$ cat src/rtl/hp_vpu_pkg.sv
// Shared VPU types and widths used by the LUT arbiter and other shared-resource blocks.
// Pure declarations: no logic, no latency, no flow control.
package hp_vpu_pkg;

  localparam int LUT_IDX_W     = 8;
  localparam int LUT_FUNC_W    = 2;
  localparam int LUT_DATA_W    = 16;
  localparam int LUT_ID_W      = 3;  // holds a requester id for up to 8 requesters
  localparam int LUT_TAG_MAX_W = 8;  // widest requester tag the pipeline can carry

  typedef enum logic [LUT_FUNC_W-1:0] {
    LUT_FN_EXP     = 2'd0,
    LUT_FN_RECIP   = 2'd1,
    LUT_FN_RSQRT   = 2'd2,
    LUT_FN_SIGMOID = 2'd3
  } lut_func_e;

  typedef struct packed {
    logic                     vld;
    logic [LUT_ID_W-1:0]      id;
    logic [LUT_TAG_MAX_W-1:0] tag;
  } lut_pipe_t;

endpackage

$ cat src/rtl/hp_vpu_rr_arbiter.sv
// Round-robin arbiter: request vector to one-hot grant, combinational, zero latency.
// The search starts at an internal pointer that moves past the winner only when advance_i is high.
module hp_vpu_rr_arbiter #(
  parameter int N = 4
) (
  input  logic         clk_i,
  input  logic         rst_ni,
  input  logic [N-1:0] req_i,
  input  logic         advance_i,
  output logic [N-1:0] gnt_o
);

  localparam int PTR_W = (N > 1) ? $clog2(N) : 1;

  logic [PTR_W-1:0] ptr_q;
  logic [PTR_W-1:0] ptr_nxt;
  logic [PTR_W-1:0] idx;
  logic             found;
  int               pos;

  always_comb begin
    gnt_o   = '0;
    found   = 1'b0;
    idx     = '0;
    pos     = 0;
    ptr_nxt = ptr_q;
    for (int o = 0; o < N; o++) begin
      pos = int'(ptr_q) + o;
      if (pos >= N) pos = pos - N;
      idx = PTR_W'(pos);
      if (!found && req_i[idx]) begin
        gnt_o[idx] = 1'b1;
        found      = 1'b1;
        ptr_nxt    = (pos == N - 1) ? '0 : PTR_W'(pos + 1);
      end
    end
  end

  always_ff @(posedge clk_i or negedge rst_ni) begin
    if (!rst_ni) begin
      ptr_q <= '0;
    end else if (advance_i) begin
      ptr_q <= ptr_nxt;
    end
  end

endmodule

$ cat src/rtl/hp_vpu_lut_arbiter.sv
// Shares one LUT ROM port among NREQ requesters; response is valid 1+ROM_LAT cycles after grant.
// One outstanding request per requester; a held response blocks only its own requester.
module hp_vpu_lut_arbiter
  import hp_vpu_pkg::*;
#(
  parameter int NREQ    = 4,
  parameter int ROM_LAT = 1,
  parameter int TAG_W   = 4
) (
  input  logic                       clk_i,
  input  logic                       rst_ni,
  input  logic [NREQ-1:0]            req_valid_i,
  output logic [NREQ-1:0]            req_ready_o,
  input  logic [NREQ*LUT_IDX_W-1:0]  req_index_i,
  input  logic [NREQ*LUT_FUNC_W-1:0] req_func_i,
  input  logic [NREQ*TAG_W-1:0]      req_tag_i,
  output logic [NREQ-1:0]            rsp_valid_o,
  input  logic [NREQ-1:0]            rsp_ready_i,
  output logic [NREQ*LUT_DATA_W-1:0] rsp_result_o,
  output logic [NREQ*TAG_W-1:0]      rsp_tag_o,
  output logic [LUT_IDX_W-1:0]       rom_index_o,
  output logic [LUT_FUNC_W-1:0]      rom_func_o,
  input  logic [LUT_DATA_W-1:0]      rom_result_i,
  input  logic                       hold_i,
  input  logic                       flush_i,
  output logic                       busy_o
);

  logic [NREQ-1:0]            outstanding_q;
  logic [NREQ-1:0]            eligible;
  logic [NREQ-1:0]            gnt;
  logic [LUT_ID_W-1:0]        gnt_id;
  logic [TAG_W-1:0]           gnt_tag;
  lut_pipe_t                  issue;
  lut_pipe_t                  cap;
  logic [NREQ-1:0]            rsp_vld_q;
  logic [NREQ*LUT_DATA_W-1:0] rsp_res_q;
  logic [NREQ*TAG_W-1:0]      rsp_tag_q;
  logic                       tag_hi_unused;

  // Gating with rst_ni keeps ready and the ROM mux at zero while reset is asserted.
  assign eligible = req_valid_i & ~outstanding_q & {NREQ{~hold_i & ~flush_i & rst_ni}};

  hp_vpu_rr_arbiter #(
    .N(NREQ)
  ) u_rr (
    .clk_i    (clk_i),
    .rst_ni   (rst_ni),
    .req_i    (eligible),
    .advance_i(|gnt),
    .gnt_o    (gnt)
  );

  assign req_ready_o = gnt;

  always_comb begin
    rom_index_o = '0;
    rom_func_o  = '0;
    gnt_id      = '0;
    gnt_tag     = '0;
    for (int i = 0; i < NREQ; i++) begin
      if (gnt[i]) begin
        rom_index_o = req_index_i[i*LUT_IDX_W +: LUT_IDX_W];
        rom_func_o  = req_func_i[i*LUT_FUNC_W +: LUT_FUNC_W];
        gnt_id      = LUT_ID_W'(i);
        gnt_tag     = req_tag_i[i*TAG_W +: TAG_W];
      end
    end
  end

  assign issue = '{vld: |gnt, id: gnt_id, tag: LUT_TAG_MAX_W'(gnt_tag)};

  // The pipe tracks the ROM read latency so the capture stage lines up with rom_result_i.
  if (ROM_LAT == 0) begin : g_comb
    assign cap = issue;
  end else begin : g_pipe
    lut_pipe_t pipe_q [ROM_LAT];

    always_ff @(posedge clk_i or negedge rst_ni) begin
      if (!rst_ni) begin
        for (int k = 0; k < ROM_LAT; k++) pipe_q[k] <= '0;
      end else if (flush_i) begin
        for (int k = 0; k < ROM_LAT; k++) pipe_q[k] <= '0;
      end else begin
        pipe_q[0] <= issue;
        for (int k = 1; k < ROM_LAT; k++) pipe_q[k] <= pipe_q[k-1];
      end
    end

    assign cap = pipe_q[ROM_LAT-1];
  end

  assign tag_hi_unused = ^(cap.tag >> TAG_W);

  // Capture and handshake never target the same slot: a slot with a pending response has no request in flight.
  always_ff @(posedge clk_i or negedge rst_ni) begin
    if (!rst_ni) begin
      rsp_vld_q <= '0;
      rsp_res_q <= '0;
      rsp_tag_q <= '0;
    end else if (flush_i) begin
      rsp_vld_q <= '0;
    end else begin
      for (int i = 0; i < NREQ; i++) begin
        if (cap.vld && (cap.id == LUT_ID_W'(i))) begin
          rsp_vld_q[i]                          <= 1'b1;
          rsp_res_q[i*LUT_DATA_W +: LUT_DATA_W] <= rom_result_i;
          rsp_tag_q[i*TAG_W +: TAG_W]           <= cap.tag[TAG_W-1:0];
        end else if (rsp_ready_i[i]) begin
          rsp_vld_q[i] <= 1'b0;
        end
      end
    end
  end

  always_ff @(posedge clk_i or negedge rst_ni) begin
    if (!rst_ni) begin
      outstanding_q <= '0;
    end else if (flush_i) begin
      outstanding_q <= '0;
    end else begin
      outstanding_q <= (outstanding_q | gnt) & ~(rsp_vld_q & rsp_ready_i);
    end
  end

  assign rsp_valid_o  = rsp_vld_q;
  assign rsp_result_o = rsp_res_q;
  assign rsp_tag_o    = rsp_tag_q;
  assign busy_o       = |outstanding_q;

endmodule
$ cat config.mk
export PLATFORM = sky130hd
export DESIGN_NAME = hp_vpu_lut_arbiter
export DESIGN_NICKNAME = d
export VERILOG_FILES = /design/src/rtl/hp_vpu_pkg.sv /design/src/rtl/hp_vpu_rr_arbiter.sv /design/src/rtl/hp_vpu_lut_arbiter.sv
export SDC_FILE = /design/constraint.sdc
export NUM_CORES = 1
export LEC_CHECK = 0
export BUFFER_PORTS_ARGS = -buffer_cell sky130_fd_sc_hd__buf_4
export CAP_MARGIN = 10
export CORE_MARGIN = 8
export CORE_UTILIZATION = 25
export DETAILED_ROUTE_END_ITERATION = 10
export GPL_TIMING_DRIVEN = 1
export SLEW_MARGIN = 20
export SYNTH_ARGS = -nofsm -noshare
export SYNTH_HDL_FRONTEND = slang
export SYNTH_SLANG_ARGS = --single-unit
$ cat constraint.sdc
create_clock -name clk_i -period 2.8 [get_ports clk_i]
set_input_delay 0.14 -clock clk_i [delete_from_list [all_inputs] [get_ports clk_i]]
set_output_delay 0.14 -clock clk_i [all_outputs]
set_load 0.03 [all_outputs]
==> impl_metrics.json, run 1 <==
{
  "timing.max_cap.violations": 0,
  "cts_root_buf": "clkbuf_16",
  "hp-class": "in -> reg",
  "vias": 4021,
  "route.detailed.wl_per_inst_um": 19.0,
  "r2r-start": "u_rr.ptr_q[1]",
  "violations": "setup timing",
  "worst_setup_path_end_kind": "output port",
  "antenna_found_initial": 0,
  "clockBufferDepth": 2,
  "rsz0062_at_grt": "yes",
  "gp_congestion": 0.846,
  "cpPeakStageDelay_ps": 420,
  "cp_max_fo": 7,
  "clkSlewWorstSetupHoldPaths_ps": 70,
  "drtAntennaViolNets": 0,
  "initial_core_util_pct": 25.3,
  "path_class": "reg -> out",
  "reg2reg_slack_ps": -20,
  "io_buffers": 182,
  "track_usage_pct": 13.5,
  "drt_wl_total_um": 16000,
  "antenna_cells": 0,
  "dpl.hpwl_um": 12100,
  "n_fill_cell": 1762,
  "synth_area_leaders": "dfrtp_1 (51%), mux2_2 (19%), a211oi_1 (1.6%), ha_1 (1.6%), nand3_1 (1.6%)",
  "rr_worst_depth": 12,
  "period_needed_ps": 3160,
  "finClkSkew_ps": 5.95,
  "clkLatencyLatePin_ps": 340,
  "synth.cell_area_um2": 4720,
  "slew_violations": 0,
  "hold-path-cell-count": 2,
  "syn-num-nets": 460,
  "cts_buffers": 9,
  "synth.distinct_cells": 58,
  "whs_endpoint": "rsp_result_o[13]",
  "grt_overflow_total": 0,
  "grt_pass1_wl_um": 25200,
  "yosysSeqAreaShare_pct": 51.4,
  "path_buf_inv": 5,
  "viasPerCell": 4.78,
  "synthArstFlopShare_pct": 100,
  "crit_arrival_ps": 3020,
  "grt_pass1_vias": 4502,
  "crit_chain": "inv_4 > ha_4 > or3_4 > a2111oi_4 > o21ai_1 > o221a_4 > clkinv_4 > buf_12 > buf_12 > a21boi_2 > a211oi_4 > buf_6",
  "ys_warn_count": 0,
  "ff_latch_area_um2": 2430,
  "synth_seq_cells": 97,
  "busiest_layer": "met2",
  "nNetsFinal": 694,
  "io_pins": 183,
  "min-delay-start": "rom_result_i[13]",
  "synth_top_area_cell": "dfrtp_1",
  "p_leak_nw": 3.64,
  "power.density_nw_per_um2": 850,
  "synth_top_area_share_pct": 51.4,
  "worst_slew_pin_slew_ps": 829,
  "timing.slew.headroom_pct": 44.4,
  "rows": 50,
  "fin_ws_ps": -356,
  "timing.rr.end": "cap[0]",
  "die_h_um": 153,
  "layout-drive-gt1-share_pct": 67.8,
  "gr-usage-met1_pct": 15.9,
  "drtIter0Drc": 120,
  "critPathLaunchType": "flip-flop",
  "worst_path_max_delay_cell": "dfrtp_2",
  "layout_common_cells": "buf_4 (215), dfrtp_1 (94), mux2_2 (80)",
  "crit_top_cell": "buf_12",
  "multi_input_comb_area_um2": 2500,
  "fmax_mhz": 317,
  "syn_inst": 370,
  "final_core_utilization_pct": 40.6,
  "setup_viol": 13,
  "min_period_over_period_pct": 113,
  "die-area_um2": 23600,
  "mostFrequentLayoutCell": "buf_4",
  "status": "finished with violations",
  "ir_drop_mv": 0.329,
  "cts_tree": "done",
  "htreeDepth": 3,
  "tns_ps": -3390,
  "dieWidth_um": 153,
  "first_pass_iters": 4,
  "core_area_um2": 18600,
  "area_growth_pct": 60.0,
  "crit_required_ps": 2660,
  "hold_viol": 0,
  "use_met3_pct": 5.38,
  "synth_edf_count": 0,
  "met2_usage_pct": 21.9,
  "cts_sinks": 97,
  "grt_max_degree": 52,
  "crit_family": "compound AO/OA/AOI/OAI gates",
  "drc_errors": 0,
  "syn_avg_cell_area_um2": 12.8,
  "synth_flop_cell": "dfrtp_1"
}
==> synthesized netlist by cell type (2+ instances only) <==
cell,number
o21a_1,2
a311oi_1,5
nand3b_1,3
inv_1,4
nand2b_1,5
mux4_2,3
buf_2,3
clkbuf_1,8
inv_2,5
a21boi_0,5
nor3_1,11
nand2_1,4
a21boi_1,6
nor2_1,20
mux2_2,80
a221oi_4,2
nand4_1,4
dfrtp_1,97
nor3b_1,7
buf_6,4
mux2i_1,2
or3_1,2
o21ai_1,2
a2111oi_4,2
a21oi_1,8
o21ai_0,4
a211oi_2,3
nor2b_1,4
or2_2,4
and2_1,3
buf_1,3
nand3_1,15
ha_1,6
a211oi_1,10
==> stage by stage <==
| stage | hold WS (ps) | instance area (um2) | setup slack [ps] | power (mW) | instances |
|---|---|---|---|---|---|
| CTS | 33.4 | 7400 | -366 | 6.37 | 835 |
| global placement | 13.0 | 6810 | -32.0 | 4.88 | 803 |
| detailed placement | 14.8 | 6810 | -66.0 | 4.93 | 803 |
| floorplan | -156 | 4950 | -173 | 3.76 | 370 |
| global route | 39.1 | 7560 | -451 | 6.77 | 842 |
| finish | 53.8 | 7560 | -356 | 6.42 | 842 |
==> power breakdown <==
| part | switching, mW | internal, mW | leakage, nW |
|---|---|---|---|
| logic | 1.75 | 1.49 | 2.19 |
| registers | 0.202 | 1.72 | 1.30 |
| clock network | 0.536 | 0.721 | 0.151 |
| total | 2.49 | 3.93 | 3.64 |
==> logic make-up (layout without fill, tap and decap cells) <==
logic type	Yosys count	in the layout	share of synthesized area, %
AOI/OAI and AO/OA	61	61	11.6
buffers and inverters	29	267	3.36
muxes	85	85	20.9
xor gates and xnor gates	1	1	0.185
and+or+nand+nor	91	91	11.0
DFF	97	97	51.4
adders and majority gates	6	6	1.59
==> repair_timing <==
action / in CTS / in global routing
gates resized for setup: 36 / 25
hold endpoints to repair: 14 / 0
buffers inserted: 14 / 7
hold buffers: 4 / 0
setup endpoints to repair: 15 / 20
pin swaps: 7 / 11
==> state kept, by name (all words and copies together) (netlist names) <==
signal         cells
rsp_tag_o         16
cap                7
u_rr.ptr_q         2
rsp_result_o      64
outstanding_q      4
rsp_valid_o        4
==> worst max path at each step <==
stage                     endpoint        startpoint  depth (start not counted)  slack, ps
floorplan           rom_index_o[3]     u_rr.ptr_q[0]                         12       -170
global placement     rom_func_o[0]  outstanding_q[1]                         10        -30
detailed placement   rom_func_o[1]     u_rr.ptr_q[1]                         10        -70
CTS                 rom_index_o[3]     u_rr.ptr_q[1]                         12       -370
global route        rom_index_o[3]     u_rr.ptr_q[0]                         11       -450
finish              rom_index_o[3]     u_rr.ptr_q[1]                         12       -360
==> final cells by class <==
cell class / instances / share of cell area (%)
Clock buffer: 10 / 3.16
Timing Repair Buffer: 242 / 26.0
Clock inverter: 5 / 0.844
Tap cell: 234 / 3.87
Multi-Input combinational cell: 244 / 33.1
Inverter: 10 / 0.794
Sequential cell: 97 / 32.2
==> layer usage <==
layer | up-vias | share of wire, % | routed length (um)
met2 | 179 | 47 | 7530
met5 | - | 0 | 0
li1 | 1828 | - | -
met1 | 1989 | 42 | 6680
met3 | 25 | 9.1 | 1450
met4 | 0 | 1.9 | 306
(Power assumes the default switching activity.)
==> run 2: changes to the inputs <==
--- a/config.mk
+++ b/config.mk
@@ -15,3 +15,4 @@
 export SYNTH_ARGS = -nofsm -noshare
 export SYNTH_HDL_FRONTEND = slang
 export SYNTH_SLANG_ARGS = --single-unit
+export TNS_END_PERCENT = 50
==> run 2 against run 1 <==
  * The run still ends with setup timing left
  * Worst setup slack improved by 0.63 ps
  * Power down 0.18%
  * Combinational power is essentially flat
  * First-iteration DRC count decreased by 11%
  * Non-clock buffer count shrank 1
  * Register-to-register slack about the same
  * Global-route usage about the same
  * Sequential power hardly changed
  * Hold slack barely moved
  * Clock skew about the same
==> impl_metrics.json, run 2 (same netlist as run 1, synthesis figures left out) <==
{
  "fin_ws_ps": -355,
  "path_class": "reg -> out",
  "cts_buffers": 9,
  "layout_common_cells": "buf_4 (215), dfrtp_1 (94), mux2_2 (80)",
  "rows": 50,
  "timing.max_cap.violations": 0,
  "htreeDepth": 3,
  "grt_pass1_vias": 4480,
  "grt_max_degree": 52,
  "ir_drop_mv": 0.329,
  "final_core_utilization_pct": 40.4,
  "crit_top_cell": "buf_6",
  "layout-drive-gt1-share_pct": 67.7,
  "p_leak_nw": 3.62,
  "period_needed_ps": 3160,
  "viasPerCell": 4.75,
  "mostFrequentLayoutCell": "buf_4",
  "vias": 3996,
  "slew_violations": 0,
  "power.density_nw_per_um2": 851,
  "clkSlewWorstSetupHoldPaths_ps": 70,
  "cpPeakStageDelay_ps": 420,
  "gp_congestion": 0.846,
  "dp_slack_ps": -66.0,
  "initial_core_util_pct": 25.3,
  "grt_overflow_total": 0,
  "clkLatencyLatePin_ps": 340,
  "dpl.hpwl_um": 12100,
  "rsz0062_at_grt": "yes",
  "cp_max_fo": 7,
  "cts_sinks": 97,
  "largest_reg_flops": 64,
  "finClkSkew_ps": 5.86,
  "dieWidth_um": 153,
  "violations": "setup timing",
  "crit_family": "compound AO/OA/AOI/OAI gates",
  "crit_chain": "inv_4 > ha_4 > or3_4 > a2111oi_4 > o21ai_1 > o221a_4 > clkinv_4 > buf_6 > a21boi_2 > a211oi_4 > buf_6",
  "crit_required_ps": 2660,
  "stdcell_count": 841,
  "drt_wl_total_um": 16000,
  "n_fill_cell": 1769,
  "drtIter0Drc": 107,
  "final_cell_area_um2": 7530,
  "reg2reg_slack_ps": -10,
  "path_buf_inv": 4,
  "nNetsFinal": 693,
  "hp-class": "in -> reg",
  "route.detailed.wl_per_inst_um": 19.0,
  "min_period_over_period_pct": 113,
  "worst_path_max_delay_cell": "dfrtp_2",
  "crit_arrival_ps": 3020,
  "io_pins": 183,
  "status": "finished with violations",
  "worst_setup_path_end_kind": "output port",
  "placedCellCount": 803,
  "fmax_mhz": 317,
  "die-area_um2": 23600,
  "timing.slew.headroom_pct": 43.0,
  "die_h_um": 153,
  "core_area_um2": 18600,
  "area_growth_pct": 59.5,
  "placed_area_um2": 6810,
  "io_buffers": 182,
  "cts_root_buf": "clkbuf_16",
  "setup_viol": 14,
  "first_pass_iters": 4,
  "total_power_mw": 6.41,
  "critPathLaunchType": "flip-flop",
  "worst_slew_pin_slew_ps": 851,
  "clockBufferDepth": 2,
  "grt_pass1_wl_um": 25200,
  "drtAntennaViolNets": 0,
  "antenna_cells": 0,
  "drc_errors": 0,
  "hold_viol": 0,
  "cts_tree": "done",
  "antenna_found_initial": 0,
  "track_usage_pct": 13.5
}
## run 2: layout make-up
class                      count  area (um2)  share of cell area [%]
inverter                      10        62.6                   0.830
timing repair buffer         241        1950                    25.9
multi-input combinational    244        2490                    33.1
sequential                    97        2430                    32.3
clock buffer                  10         239                    3.17
clock inverter                 5        63.8                   0.847
tap                          234         293                    3.89
## run 2: timing repair
item | in CTS | in global routing
gates cloned | 0 | 0
hold buffers | 4 | 0
resized for setup | 30 | 28
setup endpoints to repair | 15 | 20
endpoints found under the hold margin | 14 | 0
setup buffers | 14 | 6
pin swaps | 7 | 12
## run 2: per-stage QoR
stage | hold slack (ps) | setup TNS [ps]
after floorplan | -156 | -1320
after global placement | 13.0 | -84.0
after detailed placement | 14.8 | -220
after CTS | 33.4 | -3970
after global routing | 39.1 | -4950
final | 54.0 | -3270
## run 2: worst reg2reg max path, cell delays in order (launching register included)
cell,delay [ps]
dfrtp_2,420
inv_4,70
ha_4,210
or3_4,350
a2111oi_4,410
o21ai_1,190
o221a_4,320
clkinv_4,70
buf_12,110
buf_12,100
buf_4,110
nand3_1,90
a311oi_2,260
## run 2: where the power goes
group / internal (mW) / switching [mW] / total [mW]
combinational: 1.48 / 1.75 / 3.23
sequential: 1.72 / 0.202 / 1.92
clock: 0.721 / 0.536 / 1.26
## run 2: final timing paths
check,end,cells after the start,from
worst max-delay path,rom_index_o[4],11,u_rr.ptr_q[1]
worst min-delay path,rsp_result_o[28],2,rom_result_i[12]
worst max register to register,cap[0],12,u_rr.ptr_q[1]
worst min register to register,outstanding_q[3],1,rsp_valid_o[3]
max in group asynchronous,rsp_result_o[33],4,rst_ni
min in group asynchronous,cap[9],2,rst_ni
## run 2: metal layers
layer / global-route usage, % / up-vias / wire [um]
li1: - / 1825 / -
met1: 16.0 / 1961 / 6630
met2: 21.8 / 185 / 7560
met3: 5.38 / 25 / 1460
met4: 4.57 / 0 / 305
met5: 0 / - / 0
